===== config.mk =====
export PLATFORM = sky130hd
export DESIGN_NAME = median_window_gen_flat
export DESIGN_NICKNAME = d
export VERILOG_FILES = /design/src/rtl/median_window_gen_pkg.sv /design/src/rtl/median_window_gen_if.sv /design/src/rtl/median_window_gen_shift_reg.sv /design/src/rtl/median_window_gen.sv /design/src/flat_wrapper.sv
export SDC_FILE = /design/constraint.sdc
export NUM_CORES = 1
export LEC_CHECK = 0
export BUFFER_PORTS_ARGS = -buffer_cell sky130_fd_sc_hd__clkbuf_2
export CAP_MARGIN = 25
export CORE_MARGIN = 2
export CORE_UTILIZATION = 35
export CTS_BUF_LIST = sky130_fd_sc_hd__clkbuf_4
export CTS_CLUSTER_DIAMETER = 100
export DETAILED_ROUTE_END_ITERATION = 10
export GPL_ROUTABILITY_DRIVEN = 0
export SYNTH_ARGS = -nofsm -noshare
export SYNTH_HDL_FRONTEND = slang
export SYNTH_SLANG_ARGS = --single-unit

===== constraint.sdc =====
create_clock -name clk -period 2.95 [get_ports clk]
set_input_delay 0.4425 -clock clk [delete_from_list [all_inputs] [get_ports clk]]
set_output_delay 0.4425 -clock clk [all_outputs]
set_load 0.02 [all_outputs]

===== src/rtl/median_window_gen_pkg.sv =====
// Shared types and sizing helpers for the median window generator slice.
package median_pkg;

  typedef enum logic [1:0] {
    IDLE,
    RUN,
    FLUSH
  } state_t;

  localparam int unsigned DEF_NUM_VALS = 7;
  localparam int unsigned DEF_SIZE     = 8;

  function automatic int unsigned half_of(input int unsigned num_vals);
    return (num_vals - 1) / 2;
  endfunction

  function automatic int unsigned push_cnt_w(input int unsigned num_vals);
    return $clog2(num_vals + 1);
  endfunction

  function automatic int unsigned flush_cnt_w(input int unsigned num_vals);
    return $clog2(half_of(num_vals) + 1);
  endfunction

endpackage


===== src/rtl/median_window_gen_if.sv =====
// Sample-in / window-out bundle between the producer, the window generator and the sorter.
interface median_window_gen_if #(
  parameter int unsigned NUM_VALS = 7,
  parameter int unsigned SIZE     = 8
);
  logic                     s_valid;
  logic                     s_ready;
  logic [SIZE-1:0]          s_data;
  logic                     s_last;
  logic                     win_valid;
  logic [NUM_VALS*SIZE-1:0] win_data;
  logic                     win_last;

  modport master (
    output s_valid, s_data, s_last,
    input  s_ready, win_valid, win_data, win_last
  );

  modport slave (
    input  s_valid, s_data, s_last,
    output s_ready, win_valid, win_data, win_last
  );
endinterface


===== src/rtl/median_window_gen_shift_reg.sv =====
// NUM_VALS x SIZE sliding register: slot 0 oldest, top slot newest; exposes next-state bus.
module median_shift_reg #(
  parameter int unsigned NUM_VALS = 7,
  parameter int unsigned SIZE     = 8
) (
  input  logic                     clk,
  input  logic                     rst,
  input  logic                     i_load_all,
  input  logic                     i_push,
  input  logic [SIZE-1:0]          i_din,
  output logic [NUM_VALS*SIZE-1:0] o_q,
  output logic [NUM_VALS*SIZE-1:0] o_next
);

  logic [NUM_VALS*SIZE-1:0] r_q;
  logic [NUM_VALS*SIZE-1:0] w_next;

  always_comb begin
    w_next = r_q;
    if (i_load_all)
      w_next = {NUM_VALS{i_din}};
    else if (i_push)
      w_next = {i_din, r_q[NUM_VALS*SIZE-1:SIZE]};
  end

  always_ff @(posedge clk) begin
    if (rst)
      r_q <= '0;
    else
      r_q <= w_next;
  end

  assign o_q    = r_q;
  assign o_next = w_next;

endmodule


===== src/rtl/median_window_gen.sv =====
// Centred sliding-window generator with edge replication at frame start and end.
module median_window_gen
  import median_pkg::*;
#(
  parameter int unsigned NUM_VALS = DEF_NUM_VALS,
  parameter int unsigned SIZE     = DEF_SIZE
) (
  input  logic               clk,
  input  logic               rst,
  median_window_gen_if.slave bus
);

  localparam int unsigned HALF = half_of(NUM_VALS);
  localparam int unsigned PCW  = push_cnt_w(NUM_VALS);
  localparam int unsigned FCW  = flush_cnt_w(NUM_VALS);
  localparam logic [PCW-1:0] EMIT_CNT   = PCW'(HALF + 1);
  localparam logic [FCW-1:0] LAST_FLUSH = FCW'(HALF - 1);

  state_t                   r_state;
  logic [PCW-1:0]           r_push_cnt;
  logic [FCW-1:0]           r_flush_cnt;
  logic                     r_s_ready;
  logic                     r_win_valid;
  logic                     r_win_last;
  logic [NUM_VALS*SIZE-1:0] r_win_data;

  logic                     w_accept;
  logic                     w_load_all;
  logic                     w_push;
  logic                     w_flush_done;
  logic                     w_emit;
  logic [SIZE-1:0]          w_din;
  logic [PCW-1:0]           w_cnt_next;
  logic [NUM_VALS*SIZE-1:0] w_sr_q;
  logic [NUM_VALS*SIZE-1:0] w_sr_next;

  median_shift_reg #(
    .NUM_VALS (NUM_VALS),
    .SIZE     (SIZE)
  ) u_sr (
    .clk        (clk),
    .rst        (rst),
    .i_load_all (w_load_all),
    .i_push     (w_push),
    .i_din      (w_din),
    .o_q        (w_sr_q),
    .o_next     (w_sr_next)
  );

  // Push count saturates at HALF+1; every push reaching it emits the post-push window.
  always_comb begin
    w_accept     = bus.s_valid & r_s_ready;
    w_load_all   = (r_state == IDLE) & w_accept;
    w_push       = ((r_state == RUN) & w_accept) | (r_state == FLUSH);
    w_din        = (r_state == FLUSH) ? w_sr_q[(NUM_VALS-1)*SIZE +: SIZE] : bus.s_data;
    w_flush_done = (r_state == FLUSH) && (r_flush_cnt == LAST_FLUSH);
    w_cnt_next   = r_push_cnt;
    if (w_load_all)
      w_cnt_next = PCW'(1);
    else if (w_push && (r_push_cnt != EMIT_CNT))
      w_cnt_next = r_push_cnt + 1'b1;
    w_emit = (w_load_all | w_push) && (w_cnt_next == EMIT_CNT);
  end

  always_ff @(posedge clk) begin
    if (rst) begin
      r_state     <= IDLE;
      r_push_cnt  <= '0;
      r_flush_cnt <= '0;
      r_s_ready   <= 1'b1;
      r_win_valid <= 1'b0;
      r_win_last  <= 1'b0;
      r_win_data  <= '0;
    end else begin
      r_push_cnt  <= w_cnt_next;
      r_win_valid <= w_emit;
      r_win_last  <= w_emit & w_flush_done;
      if (w_emit)
        r_win_data <= w_sr_next;
      case (r_state)
        IDLE, RUN: begin
          if (w_accept) begin
            r_state     <= bus.s_last ? FLUSH : RUN;
            r_s_ready   <= ~bus.s_last;
            r_flush_cnt <= '0;
          end
        end
        FLUSH: begin
          if (w_flush_done) begin
            r_state    <= IDLE;
            r_s_ready  <= 1'b1;
            r_push_cnt <= '0;
          end else begin
            r_flush_cnt <= r_flush_cnt + 1'b1;
          end
        end
        default: begin
          r_state   <= IDLE;
          r_s_ready <= 1'b1;
        end
      endcase
    end
  end

  assign bus.s_ready   = r_s_ready;
  assign bus.win_valid = r_win_valid;
  assign bus.win_last  = r_win_last;
  assign bus.win_data  = r_win_data;

endmodule

===== src/flat_wrapper.sv =====
// flat-port wrapper written by rule: the top's interface ports become plain ports
module median_window_gen_flat import median_pkg::*;
#(
  parameter int unsigned NUM_VALS = DEF_NUM_VALS,
  parameter int unsigned SIZE     = DEF_SIZE
)
  (clk, rst, bus_s_valid, bus_s_data, bus_s_last, bus_s_ready, bus_win_valid, bus_win_data, bus_win_last);
  median_window_gen_if #(.NUM_VALS(NUM_VALS), .SIZE(SIZE)) bus_i ();
  input  logic clk;
  input  logic rst;
  input wire logic [$bits(bus_i.s_valid)-1:0] bus_s_valid;
  input wire logic [$bits(bus_i.s_data)-1:0] bus_s_data;
  input wire logic [$bits(bus_i.s_last)-1:0] bus_s_last;
  output wire logic [$bits(bus_i.s_ready)-1:0] bus_s_ready;
  output wire logic [$bits(bus_i.win_valid)-1:0] bus_win_valid;
  output wire logic [$bits(bus_i.win_data)-1:0] bus_win_data;
  output wire logic [$bits(bus_i.win_last)-1:0] bus_win_last;
  assign bus_i.s_valid = bus_s_valid;
  assign bus_i.s_data = bus_s_data;
  assign bus_i.s_last = bus_s_last;
  assign bus_s_ready = bus_i.s_ready;
  assign bus_win_valid = bus_i.win_valid;
  assign bus_win_data = bus_i.win_data;
  assign bus_win_last = bus_i.win_last;
  median_window_gen #(.NUM_VALS(NUM_VALS), .SIZE(SIZE)) u_core (.clk(clk), .rst(rst), .bus(bus_i));
endmodule

[Word level (Yosys, flattened, before mapping)]
Index checks and enable logic that the tools add are counted.
Cells by class
  add/sub/neg operators: 2
  eq/ne operators: 8
  multiplexer cells: 17
  bitwise gates (word level): 7
  reduce and logical (&&, ||, !) cells: 8
Operators with widths (number)
  56-bit 2-to-1 mux: 2
  3-bit 2-to-1 mux: 4
  2-bit 2-to-1 mux: 5
  8-bit 2-to-1 mux: 1
  2-bit one-hot mux with 2 select lines: 2
  1-bit bitwise AND: 4
  2-bit equality test, second input constant: 2
  2-bit by 1-bit inequality test with 1-bit output, second input constant: 2
  3-bit by 1-bit adder with 3-bit output, second input constant: 1
  3-bit equality test, second input constant: 1
  1-bit logical AND: 3
  3-bit inequality test, second input constant: 1
  3-bit AND reduction: 1
  2-bit by 1-bit adder with 2-bit output, second input constant: 1
  2-bit by 1-bit equality test with 1-bit output, second input constant: 1
  2-bit zero test: 1
  1-bit 2-to-1 mux: 2
  2-bit inequality test, second input constant: 1
  1-bit bitwise OR: 2
  1-bit one-hot mux with 2 select lines: 1
  2-bit AND reduction: 1
  2-bit nonzero test: 1
  2-bit OR reduction: 1
  1-bit inverter: 1
Word-level totals
  register bits: 122
  bits of input ports: 12

[Logic depth before layout (Yosys ltp)]
Gate-level depths: netlist (run 1).
  word-level depth: 9
  depth in mapped cells: 8
  mapped depth without buffers: 6

[Modules after synthesis]
A second synthesis (run 1) with hierarchy kept.
Unflattened totals
  cells, all modules: 624
  area, all modules: 5688.0 um2
By module, submodules not included
  median_window_gen: instances 1, cells an instance 350, area each 3065.4 um2, seq. area each 1321.3 um2
  median_shift_reg: instances 1, cells an instance 274, area each 2622.5 um2, seq. area each 1121.1 um2

[Worst setup path after synthesis (run 1)]
No wires, ideal clock.
  path type: flip-flop to flip-flop
  from: register u_core.r_push_cnt[0]
  to: register u_core.r_win_data[15], in the netlist u_core.bus.win_data[15]
  setup time: 121 ps
  data arrival time: 1991 ps
  path slack: 838 ps
  stages on the path, launching flop included: 9
  cell sequence: dfxtp_1 > inv_1 > ha_1 > or3b_1 > a211oi_2 > o22ai_1 > buf_6 > buf_6 > mux2_4
On the way
  cells in the longest elaborated chain, start to end: 6
RTL lines
  start: declaration: line median_window_gen.sv:20  | logic [PCW-1:0] r_push_cnt;
  start signal: assignment: line median_window_gen.sv:75  | r_push_cnt <= w_cnt_next;
  branches (longest 2 deep; another with 3-bit by 1-bit adder with 3-bit output)
  3-bit 2-to-1 mux (*): line median_window_gen.sv:60  | else if (w_push && (r_push_cnt != EMIT_CNT))
  3-bit 2-to-1 mux (*): line median_window_gen.sv:58  | if (w_load_all)
  3-bit equality test (*): line median_window_gen.sv:62  | w_emit = (w_load_all | w_push) && (w_cnt_next == EMIT_CNT);
  1-bit logical AND (*): line median_window_gen.sv:62
  end signal: assignment: line median_window_gen.sv:79  | r_win_data <= w_sr_next;
  end: declaration: line median_window_gen.sv:25  | logic [NUM_VALS*SIZE-1:0] r_win_data;
Mark *: on every way between the ends.
A chain may end at the register's enable or synchronous reset.

[Worst setup path in the final report (run 1)]
  from: register u_core.r_push_cnt[0]
  to: register u_core.r_win_data[17], in the netlist u_core.bus.win_data[17]
Same word-level chain as after synthesis.

==> summary.txt, run 1 <==
Outcome
  • Outcome: completed

Global route
  • Remaining global-route overflow: 0
  • Maximum number of pins on one net before global-route repair: 138
  • Vias in the first global route: 4,658
  • Wire length of the first global-routing pass: 24.9 mm
  • Gr usage total: 0.172
  • Number of antenna violations at the first check in global routing: 1

Floorplanning
  • # IOs: 71
  • Die Area: 18,700 µm²
  • Starting Density: 0.357
  • Die boundary height: 137 µm
  • Placement row count: 48
  • Standard cell core area: 17,200 µm²
  • Horizontal extent of the die: 137 µm

Critical path
  • Classification of the worst setup path: register to register
  • Maximum fanout along the worst path: 24
  • Arrival time of data at the critical path endpoint: 2.91 ns
  • Element type at the critical path end: register
  • Startpoint Class: register
  • Critical Path RT: 3.37 ns

Synthesis
  • Synth area leader: sky130_fd_sc_hd__dfxtp_1
  • Dominant register cell in the synthesized netlist: sky130_fd_sc_hd__dfxtp_1
  • Post-Synthesis Net Count: 696
  • Gate count of the mapped netlist: 681
  • Area of the mapped netlist: 6150 µm²
  • Synthesis warning total: 0
  • Share of flip-flops with an asynchronous set or reset: 0
  • Count of distinct cell types in the synthesized netlist: 36
  • Proportion of netlist area held by the largest area contributor: 0.397
  • Mean area per synthesized cell: 9.04 µm²
  • Post-synth EDFFs: 0
  • Flops & latches, synth: 122
  • Biggest area contributors in the synthesized netlist: sky130_fd_sc_hd__dfxtp_1 40%, sky130_fd_sc_hd__mux2_4 9.8%, sky130_fd_sc_hd__nor2b_1 5.8%
  • Part of the Yosys area used for sequential elements: 0.397

Clocking
  • Number of sinks driven by the clock tree: 122
  • Number of buffers added to fix hold violations after cts: 0
  • Post-CTS setup-driven buffer insertion count: 0
  • CTS tree: yes
  • Number of buffers created by CTS: 17
  • CTS H-Tree Depth: 4
  • Clock Latency Late Sink: 0.54 ns
  • Buffers from clock root to sink, at most: 2
  • Cells resized by post-CTS repair: 0
  • Clk root buf: sky130_fd_sc_hd__clkbuf_4
  • Clock transition at the register clock pins on the worst setup and hold paths after CTS: 0.11 ns

Cells and area
  • Layout overhead on the synthesized area: 11.7%
  • Fraction of the core area covered by cells at the end of the flow: 0.399
  • FILL cells: 1,775
  • Proportion of layout cells with a drive suffix above 1: 0.241
  • Layout net count: 737
  • Most frequent cells in the layout: 120 x sky130_fd_sc_hd__dfxtp_1, 70 x sky130_fd_sc_hd__clkbuf_2, 68 x sky130_fd_sc_hd__a21oi_1
  • Most common cell after layout, fill and taps aside: sky130_fd_sc_hd__dfxtp_1

Power
  • Total power density per cell area: 496 nW/µm²
  • Static power due to leakage: 0.00281 µW
  • Largest vdd supply drop: 0.210 mV

Drt
  • Vias per std cell: 5.21
  • Vias: 4,982
  • Post-DRT Antenna Nets: 0
  • Number of DRC markers in iteration 0: 449
  • Remaining design rule violation count: 0
  • Length of the first detailed-routing pass in iterations: 5
  • Drt total wl: 15.5 mm
  • Per-cell routed wire length: 16.2 µm

STA
  • Final-report hold violation count: 0
  • RSZ-0062 raised after global routing: no
  • Total negative slack: 0 ns
  • Final Max Slew Viols: 0
  • Final period util: 0.846
  • Highest attainable clock frequency: 400 MHz
  • Minimum period implied by the final worst setup slack: 2.50 ns
  • Count of final setup violators: 0
  • Clock skew after layout: 0.0252 ns
  • Transition time of the tightest slew-check pin: 0.967 ns
  • Worst relative slew slack: 0.355

Worst hold path
  • Worst min-delay path category: input pin to register

Place
  • Number of buffer cells added on primary ports: 70
  • Total half-perimeter wirelength after legalization and detailed placement: 10.1 mm

Flow run
  • Max Cap Violations: 0
[Yosys cell counts (all sizes together), types with 2 or more instances]
cell    count
nand3b      2
a211oi     41
o21ai       5
a311oi     40
ha          3
a21oi      68
nand2      28
mux2i       2
dfxtp     122
buf        22
o21a       40
nor2       51
o211ai      2
inv        61
a311o       8
clkbuf     40
or3b        2
nor2b      57
a21boi      8
mux2       64
nor3        3
nand2b      3
[final cells by class]
| type | instances | area, µm² | area share |
|---|---|---|---|
| inverter | 61 | 229 | 0.0333 |
| tap | 225 | 282 | 0.0410 |
| clock inverter | 8 | 60.1 | 0.00874 |
| sequential | 122 | 2450 | 0.356 |
| multi-input combinational | 436 | 3220 | 0.468 |
| timing repair buffer | 84 | 493 | 0.0717 |
| clock buffer | 19 | 143 | 0.0208 |
| antenna | 1 | 2.50 | 0.000364 |
[flip-flops by register name (all words and copies together), names as in the netlist]
name / cells
u_core.bus.s_ready: 1
u_core.bus.win_data: 56
u_core.bus.win_last: 1
u_core.bus.win_valid: 1
u_core.r_flush_cnt: 2
u_core.r_push_cnt: 3
u_core.r_state: 2
u_core.u_sr.o_q: 56
[stage by stage]
stage	hold WS, ns	cells	setup WS (ns)	power [µW]	area [µm²]
floorplan	0.459	681	0.838	2300	6150
global placement	0.477	928	0.491	2470	6670
detailed placement	0.489	928	0.464	2470	6670
CTS	0.125	955	0.436	3450	6870
global route	0.131	956	0.317	3600	6870
finish	0.164	956	0.453	3410	6870
[critical path, cell delays in order, from the launching register on]
cell and delay, ns:
sky130_fd_sc_hd__dfxtp_1 0.42, sky130_fd_sc_hd__inv_1 0.10, sky130_fd_sc_hd__ha_1 0.22, sky130_fd_sc_hd__or3b_1 0.39
sky130_fd_sc_hd__a211oi_2 0.33, sky130_fd_sc_hd__o22ai_4 0.32, sky130_fd_sc_hd__buf_12 0.29, sky130_fd_sc_hd__mux2_4 0.30
[metal layers]
| metal | vias up | GRT usage | part of all wire |
|---|---|---|---|
| li1 | 2469 | - | - |
| met1 | 2350 | 0.238 | 0.47 |
| met2 | 148 | 0.261 | 0.45 |
| met3 | 15 | 0.0467 | 0.065 |
| met4 | 0 | 0.0486 | 0.014 |
| met5 | - | 0 | 0 |
[where the power goes]
part | total, µW | internal [µW] | leakage, µW | switching (µW)
Combinational | 624 | 231 | 0.00169 | 392
Sequential | 1810 | 1740 | 0.000997 | 73.7
Clock | 973 | 397 | 0.000120 | 576
Total | 3410 | 2370 | 0.00281 | 1040
[final timing paths]
kind                    startpoint                 endpoint  cells after the start  slack [ns]
min reg2reg  u_core.r_flush_cnt[1]    u_core.r_flush_cnt[1]                      2        0.50
max           u_core.r_push_cnt[0]  u_core.bus.win_data[17]                      7        0.45
max reg2reg   u_core.r_push_cnt[0]  u_core.bus.win_data[17]                      7        0.45
min                     bus_s_last        u_core.r_state[0]                      2        0.16
[cell families after synthesis]
group           share of synthesized area
compound gates                      0.246
flops                               0.397
mux                                 0.145
buf+inv                            0.0827
simple gates                        0.124
fa+ha+maj                         0.00610
(Power assumes the default switching activity.)
==> run 2: changes to the inputs <==
clock period = 2.6 ns   (was 2.95 ns; I/O delays follow)
==> run 2 against run 1 <==
Hold slack got worse by 0.068 ns; register-to-register slack worse by 0.20 ns; flip-flop and latch count did not move; critical path depth unchanged; total power increased by 20%; fmax grew 6.4%; sequential share of layout area shrank 0.40 points; cell area increased by 1.1%; critical path type unchanged; highest routed layer unchanged.
==> summary.txt, run 2 (synthesis results as in run 1) <==
Clocking
  • Clock Latency Late Sink: 0.54 ns (about the same)
  • Number of sinks driven by the clock tree: 122 (unchanged)
  • Post-CTS setup-driven buffer insertion count: 0 (unchanged)
  • Clk root buf: sky130_fd_sc_hd__clkbuf_4
  • Number of buffers added to fix hold violations after cts: 0 (unchanged)
  • Cells resized by post-CTS repair: 0 (unchanged)
  • CTS H-Tree Depth: 4 (unchanged)
  • Buffers from clock root to sink, at most: 2 (unchanged)
  • Number of buffers created by CTS: 17 (unchanged)
  • CTS tree: yes
  • Clock transition at the register clock pins on the worst setup and hold paths after CTS: 0.11 ns (about the same)

Floorplanning
  • # IOs: 71 (unchanged)
  • Horizontal extent of the die: 137 µm (unchanged)
  • Die boundary height: 137 µm (unchanged)
  • Standard cell core area: 17,200 µm² (unchanged)
  • Placement row count: 48 (unchanged)
  • Starting Density: 0.357 (unchanged)
  • Die Area: 18,700 µm² (unchanged)

Cells and area
  • Post-route insts no fill: 963 (+0.73%)
  • Layout net count: 739 (+0.27%)
  • Proportion of layout cells with a drive suffix above 1: 0.252 (+0.0113)
  • Most frequent cells in the layout: 120 x sky130_fd_sc_hd__dfxtp_1, 70 x sky130_fd_sc_hd__clkbuf_2, 68 x sky130_fd_sc_hd__a21oi_1
  • Most common cell after layout, fill and taps aside: sky130_fd_sc_hd__dfxtp_1
  • Fraction of the core area covered by cells at the end of the flow: 0.403 (+0.00457)
  • Layout overhead on the synthesized area: 12.9%
  • FILL cells: 1,740 (-2.0%)

STA
  • Minimum period implied by the final worst setup slack: 2.35 ns (-0.151 ns)
  • Total negative slack: 0 ns (unchanged)
  • Highest attainable clock frequency: 426 MHz (+6.4%)
  • Final period util: 0.902 (+0.0559)
  • RSZ-0062 raised after global routing: no
  • Final-report hold violation count: 0 (unchanged)
  • Count of final setup violators: 0 (unchanged)
  • Clock skew after layout: 0.0182 ns (-0.00700 ns)
  • Worst relative slew slack: 0.401 (+0.0452)
  • Transition time of the tightest slew-check pin: 0.899 ns (-0.0678 ns)
  • Final Max Slew Viols: 0 (unchanged)

Place
  • Total half-perimeter wirelength after legalization and detailed placement: 10.3 mm (+1.8%)
  • Number of buffer cells added on primary ports: 70 (unchanged)
  • Cell Count Post-Placement: 930 (+0.22%)

Power
  • Clock Power Share: 0.323 (+0.038)
  • Portion of total power attributed to combinational logic: 0.175 (-0.008)
  • Static power due to leakage: 0.00285 µW (+1.6%)
  • Largest vdd supply drop: 0.288 mV (+37%)
  • Internal power summed over all cells: 2850 µW (+20%)
  • Switching power: 1240 µW (+19%)
  • Switching share of power: 0.303 (-0.00210)
  • Sequential group share of total power: 0.502 (-0.030)
  • Total power density per cell area: 589 nW/µm² (+19%)

Critical path
  • Classification of the worst setup path: register to register
  • Critical Path RT: 3.03 ns (-0.34 ns)
  • Maximum fanout along the worst path: 26 (+8.3%)
  • Element type at the critical path end: register
  • Arrival time of data at the critical path endpoint: 2.77 ns (-0.14 ns)
  • Startpoint Class: register

Outcome
  • Outcome: completed

Drt
  • Length of the first detailed-routing pass in iterations: 7 (+2)
  • Drt total wl: 15.5 mm (+0.10%)
  • Vias per std cell: 5.15 (-1.2%)
  • Remaining design rule violation count: 0 (unchanged)
  • Per-cell routed wire length: 16.1 µm (-0.62%)
  • Post-DRT Antenna Nets: 0 (unchanged)
  • Number of DRC markers in iteration 0: 434 (-3.3%)
  • Vias: 4,960 (-0.44%)

Global route
  • Vias in the first global route: 4,427 (-5.0%)
  • Gr usage total: 0.170 (-0.00206)
  • Number of antenna violations at the first check in global routing: 1 (unchanged)
  • Wire length of the first global-routing pass: 24.3 mm (-2.4%)
  • Maximum number of pins on one net before global-route repair: 86 (-38%)
  • Remaining global-route overflow: 0 (unchanged)

Flow run
  • Max Cap Violations: 0 (unchanged)

Worst hold path
  • Worst min-delay path category: input pin to register
## run 2: cell types whose count changed in the layout (fill, tap and decap cells not counted), sizes merged
cell / previous run / this run
clkinvlp: 0 / 1
buf: 14 / 16
clkbuf: 89 / 92
bufinv: 1 / 2
## run 2: area by class of cell
cell class	instances	area, µm²	area share
multi-input combinational	436	3220	0.463
antenna	1	2.50	0.000360
inverter	61	229	0.0329
tap	225	282	0.0405
clock buffer	22	165	0.0238
sequential	122	2450	0.352
timing repair buffer	86	508	0.0731
clock inverter	10	101	0.0146
## run 2: worst max-delay path, stage by stage, from the launching register on
cell,delay [ns]
sky130_fd_sc_hd__dfxtp_1,0.40
sky130_fd_sc_hd__inv_1,0.10
sky130_fd_sc_hd__ha_1,0.22
sky130_fd_sc_hd__or3b_1,0.39
sky130_fd_sc_hd__a211oi_2,0.33
sky130_fd_sc_hd__o22ai_4,0.13
sky130_fd_sc_hd__buf_4,0.28
sky130_fd_sc_hd__mux2_4,0.35
## run 2: worst paths after layout
kind              slack [ns]  cells past startpoint            startpoint                 endpoint
hold reg to reg         0.51                      2   u_core.u_sr.o_q[48]      u_core.u_sr.o_q[48]
setup reg to reg        0.25                      7  u_core.r_push_cnt[0]  u_core.bus.win_data[44]
setup / recovery        0.25                      7  u_core.r_push_cnt[0]  u_core.bus.win_data[44]
hold / removal           0.1                      2            bus_s_last        u_core.r_state[0]
## run 2: stage by stage
step | hold slack, ns | setup slack (ns) | total power, µW | instance area [µm²]
floorplan | 0.459 | 0.488 | 2610 | 6150
global placement | 0.473 | 0.293 | 2810 | 6680
global route | 0.0600 | 0.143 | 4310 | 6950
detailed placement | 0.481 | 0.285 | 2810 | 6680
finish | 0.0962 | 0.254 | 4100 | 6950
CTS | 0.0517 | 0.263 | 4130 | 6950
## run 2: routing by layer
| metal | global-route usage | share of wire | wire length (µm) | up-vias |
|---|---|---|---|---|
| met4 | 0.0613 | 0.015 | 238 | 0 |
| met1 | 0.246 | 0.49 | 7600 | 2312 |
| met3 | 0.0433 | 0.051 | 795 | 16 |
| met5 | 0 | 0 | 0 | - |
| met2 | 0.241 | 0.44 | 6910 | 144 |
| li1 | - | - | - | 2488 |
## run 2: power groups by stage
| stage | sequential (µW) | clock, µW | combinational (µW) |
|---|---|---|---|
| global placement | 2100 | 0 | 711 |
| CTS | 2060 | 1360 | 716 |
| detailed placement | 2100 | 0 | 711 |
| floorplan | 2070 | 0 | 542 |
| global route | 2070 | 1440 | 796 |
| finish | 2060 | 1320 | 715 |
==> run 3: changes to the inputs <==
CELL_PAD_IN_SITES_DETAIL_PLACEMENT = 1   (was unset)
CELL_PAD_IN_SITES_GLOBAL_PLACEMENT = 1   (was unset)
PLACE_DENSITY_LB_ADDON = 0.1   (was unset)
==> run 3 against run 2 <==
Largest cell class unchanged; sequential power hardly changed; total power up 1.3%; critical path depth unchanged.
==> summary.txt, run 3 (synthesis results as in run 1) <==
Outcome
  • Outcome: completed

Drt
  • Number of DRC markers in iteration 0: 386 (-11%)
  • Vias: 5,232 (+5.5%)
  • Drt total wl: 19.1 mm (+23%)
  • Remaining design rule violation count: 0 (unchanged)
  • Per-cell routed wire length: 19.9 µm (+23%)
  • Vias per std cell: 5.44 (+5.6%)
  • Length of the first detailed-routing pass in iterations: 4 (-3)
  • Post-DRT Antenna Nets: 0 (unchanged)

Floorplanning
  • Standard cell core area: 17,200 µm² (unchanged)
  • # IOs: 71 (unchanged)
  • Die boundary height: 137 µm (unchanged)
  • Die Area: 18,700 µm² (unchanged)
  • Starting Density: 0.357 (unchanged)
  • Placement row count: 48 (unchanged)
  • Horizontal extent of the die: 137 µm (unchanged)

Power
  • Total power density per cell area: 596 nW/µm² (+1.1%)
  • Static power due to leakage: 0.00286 µW (+0.21%)
  • Largest vdd supply drop: 0.302 mV (+4.8%)
  • Final Power: 4150 µW (+1.3%)

STA
  • RSZ-0062 raised after global routing: no
  • Total negative slack: 0 ns (unchanged)
  • Worst Hold Slack: 0.107 ns (+0.0104 ns)
  • Transition time of the tightest slew-check pin: 0.953 ns (+0.0540 ns)
  • Setup WS post-layout: 0.183 ns (-0.0706 ns)
  • Count of final setup violators: 0 (unchanged)
  • Clock skew after layout: 0.0158 ns (-0.00238 ns)
  • Minimum period implied by the final worst setup slack: 2.42 ns (+0.0706 ns)
  • Final-report hold violation count: 0 (unchanged)
  • Highest attainable clock frequency: 414 MHz (-2.9%)
  • Final Max Slew Viols: 0 (unchanged)
  • Final period util: 0.930 (+0.0272)
  • Worst relative slew slack: 0.365 (-0.0360)

Clocking
  • Clk root buf: sky130_fd_sc_hd__clkbuf_4
  • CTS tree: yes
  • Number of buffers added to fix hold violations after cts: 0 (unchanged)
  • Buffers from clock root to sink, at most: 2 (unchanged)
  • Number of buffers created by CTS: 17 (unchanged)
  • Post-CTS setup-driven buffer insertion count: 0 (unchanged)
  • Clock transition at the register clock pins on the worst setup and hold paths after CTS: 0.11 ns (about the same)
  • Number of sinks driven by the clock tree: 122 (unchanged)
  • CTS H-Tree Depth: 4 (unchanged)
  • Clock Latency Late Sink: 0.54 ns (about the same)
  • Cells resized by post-CTS repair: 0 (unchanged)

Place
  • Total half-perimeter wirelength after legalization and detailed placement: 11.9 mm (+15%)
  • Number of buffer cells added on primary ports: 70 (unchanged)
  • Pre-CTS setup slack: -0.156 ns (-0.441 ns)
  • Cell Count Post-Placement: 928 (-0.22%)

Global route
  • Remaining global-route overflow: 0 (unchanged)
  • Number of antenna violations at the first check in global routing: 1 (unchanged)
  • Wire length of the first global-routing pass: 30.5 mm (+25%)
  • Vias in the first global route: 5,562 (+26%)
  • Maximum number of pins on one net before global-route repair: 145 (+69%)
  • Gr usage total: 0.214 (+0.0442)

Cells and area
  • Post-route insts no fill: 962 (-0.10%)
  • Layout overhead on the synthesized area: 13.2%
  • Layout net count: 738 (-0.14%)
  • Proportion of layout cells with a drive suffix above 1: 0.250 (-0.00237)
  • Most frequent cells in the layout: 120 x sky130_fd_sc_hd__dfxtp_1, 71 x sky130_fd_sc_hd__clkbuf_2, 68 x sky130_fd_sc_hd__a21oi_1
  • Most common cell after layout, fill and taps aside: sky130_fd_sc_hd__dfxtp_1

Critical path
  • Ordered cell list for the critical path: inv_1 > ha_1 > or3b_1 > a211oi_2 > o22ai_4 > buf_12 > mux2_4
  • Element type at the critical path end: register
  • Classification of the worst setup path: register to register
  • Crit-path slowest cell: sky130_fd_sc_hd__dfxtp_1
  • Maximum fanout along the worst path: 55 (+110%)
  • Arrival time of data at the critical path endpoint: 2.85 ns (+0.08 ns)
  • Critical Path RT: 3.03 ns (about the same)
  • Max incr delay on CP: 0.44 ns (+0.04 ns)
  • Kind of cell with the highest combined delay on the critical path: compound AO/OA/AOI/OAI gates
  • Buffers & Inverters on Critical Path: 2 (unchanged)
  • Startpoint Class: register

Worst hold path
  • Worst min-delay path category: input pin to register

Flow run
  • Max Cap Violations: 0 (unchanged)
-- run 3: metal layers --
metal / part of all wire / vias up / track usage
li1: - / 2485 / -
met1: 0.48 / 2608 / 0.287
met2: 0.46 / 119 / 0.341
met3: 0.042 / 20 / 0.0470
met4: 0.017 / 0 / 0.0683
met5: 0 / - / 0
-- run 3: worst reg2reg max path, delay by kind of cell, from the launching register on --
kind            cells  cell delay (ns)
buf+inv             2             0.40
simple gates        1             0.39
compound gates      2             0.49
mux                 1             0.36
flops               1             0.44
fa+ha+maj           1             0.23
-- run 3: metrics by stage --
stage,cell area [µm²],utilization
after global placement,6690,0.388
after detailed placement,6690,0.388
after CTS,6960,0.404
after floorplan,6150,-
after global routing,6970,0.404
final,6970,0.404
-- run 3: cell type report --
class / instances / area, µm²
Sequential cell: 122 / 2450
Clock buffer: 22 / 165
Multi-Input combinational cell: 436 / 3220
Clock inverter: 10 / 101
Tap cell: 225 / 282
Antenna cell: 1 / 2.50
Timing Repair Buffer: 85 / 523
Inverter: 61 / 229
Fill cell: 2015 / 10300
-- run 3: power by group --
| part | internal (µW) | switching, µW | total (µW) | leakage (µW) |
|---|---|---|---|---|
| combinational | 273 | 474 | 748 | 0.00170 |
| clock | 611 | 730 | 1340 | 0.000156 |
| sequential | 1970 | 87.0 | 2060 | 0.000997 |
-- run 3: path summary, 6_finish.rpt --
path | start | end | slack [ns] | cells past startpoint
setup reg to reg | u_core.r_push_cnt[0] | u_core.bus.win_data[21] | 0.18 | 7
hold / removal | bus_s_data[4] | u_core.u_sr.o_q[52] | 0.11 | 3
setup / recovery | u_core.r_push_cnt[0] | u_core.bus.win_data[21] | 0.18 | 7
hold reg to reg | u_core.r_flush_cnt[1] | u_core.r_flush_cnt[1] | 0.51 | 2
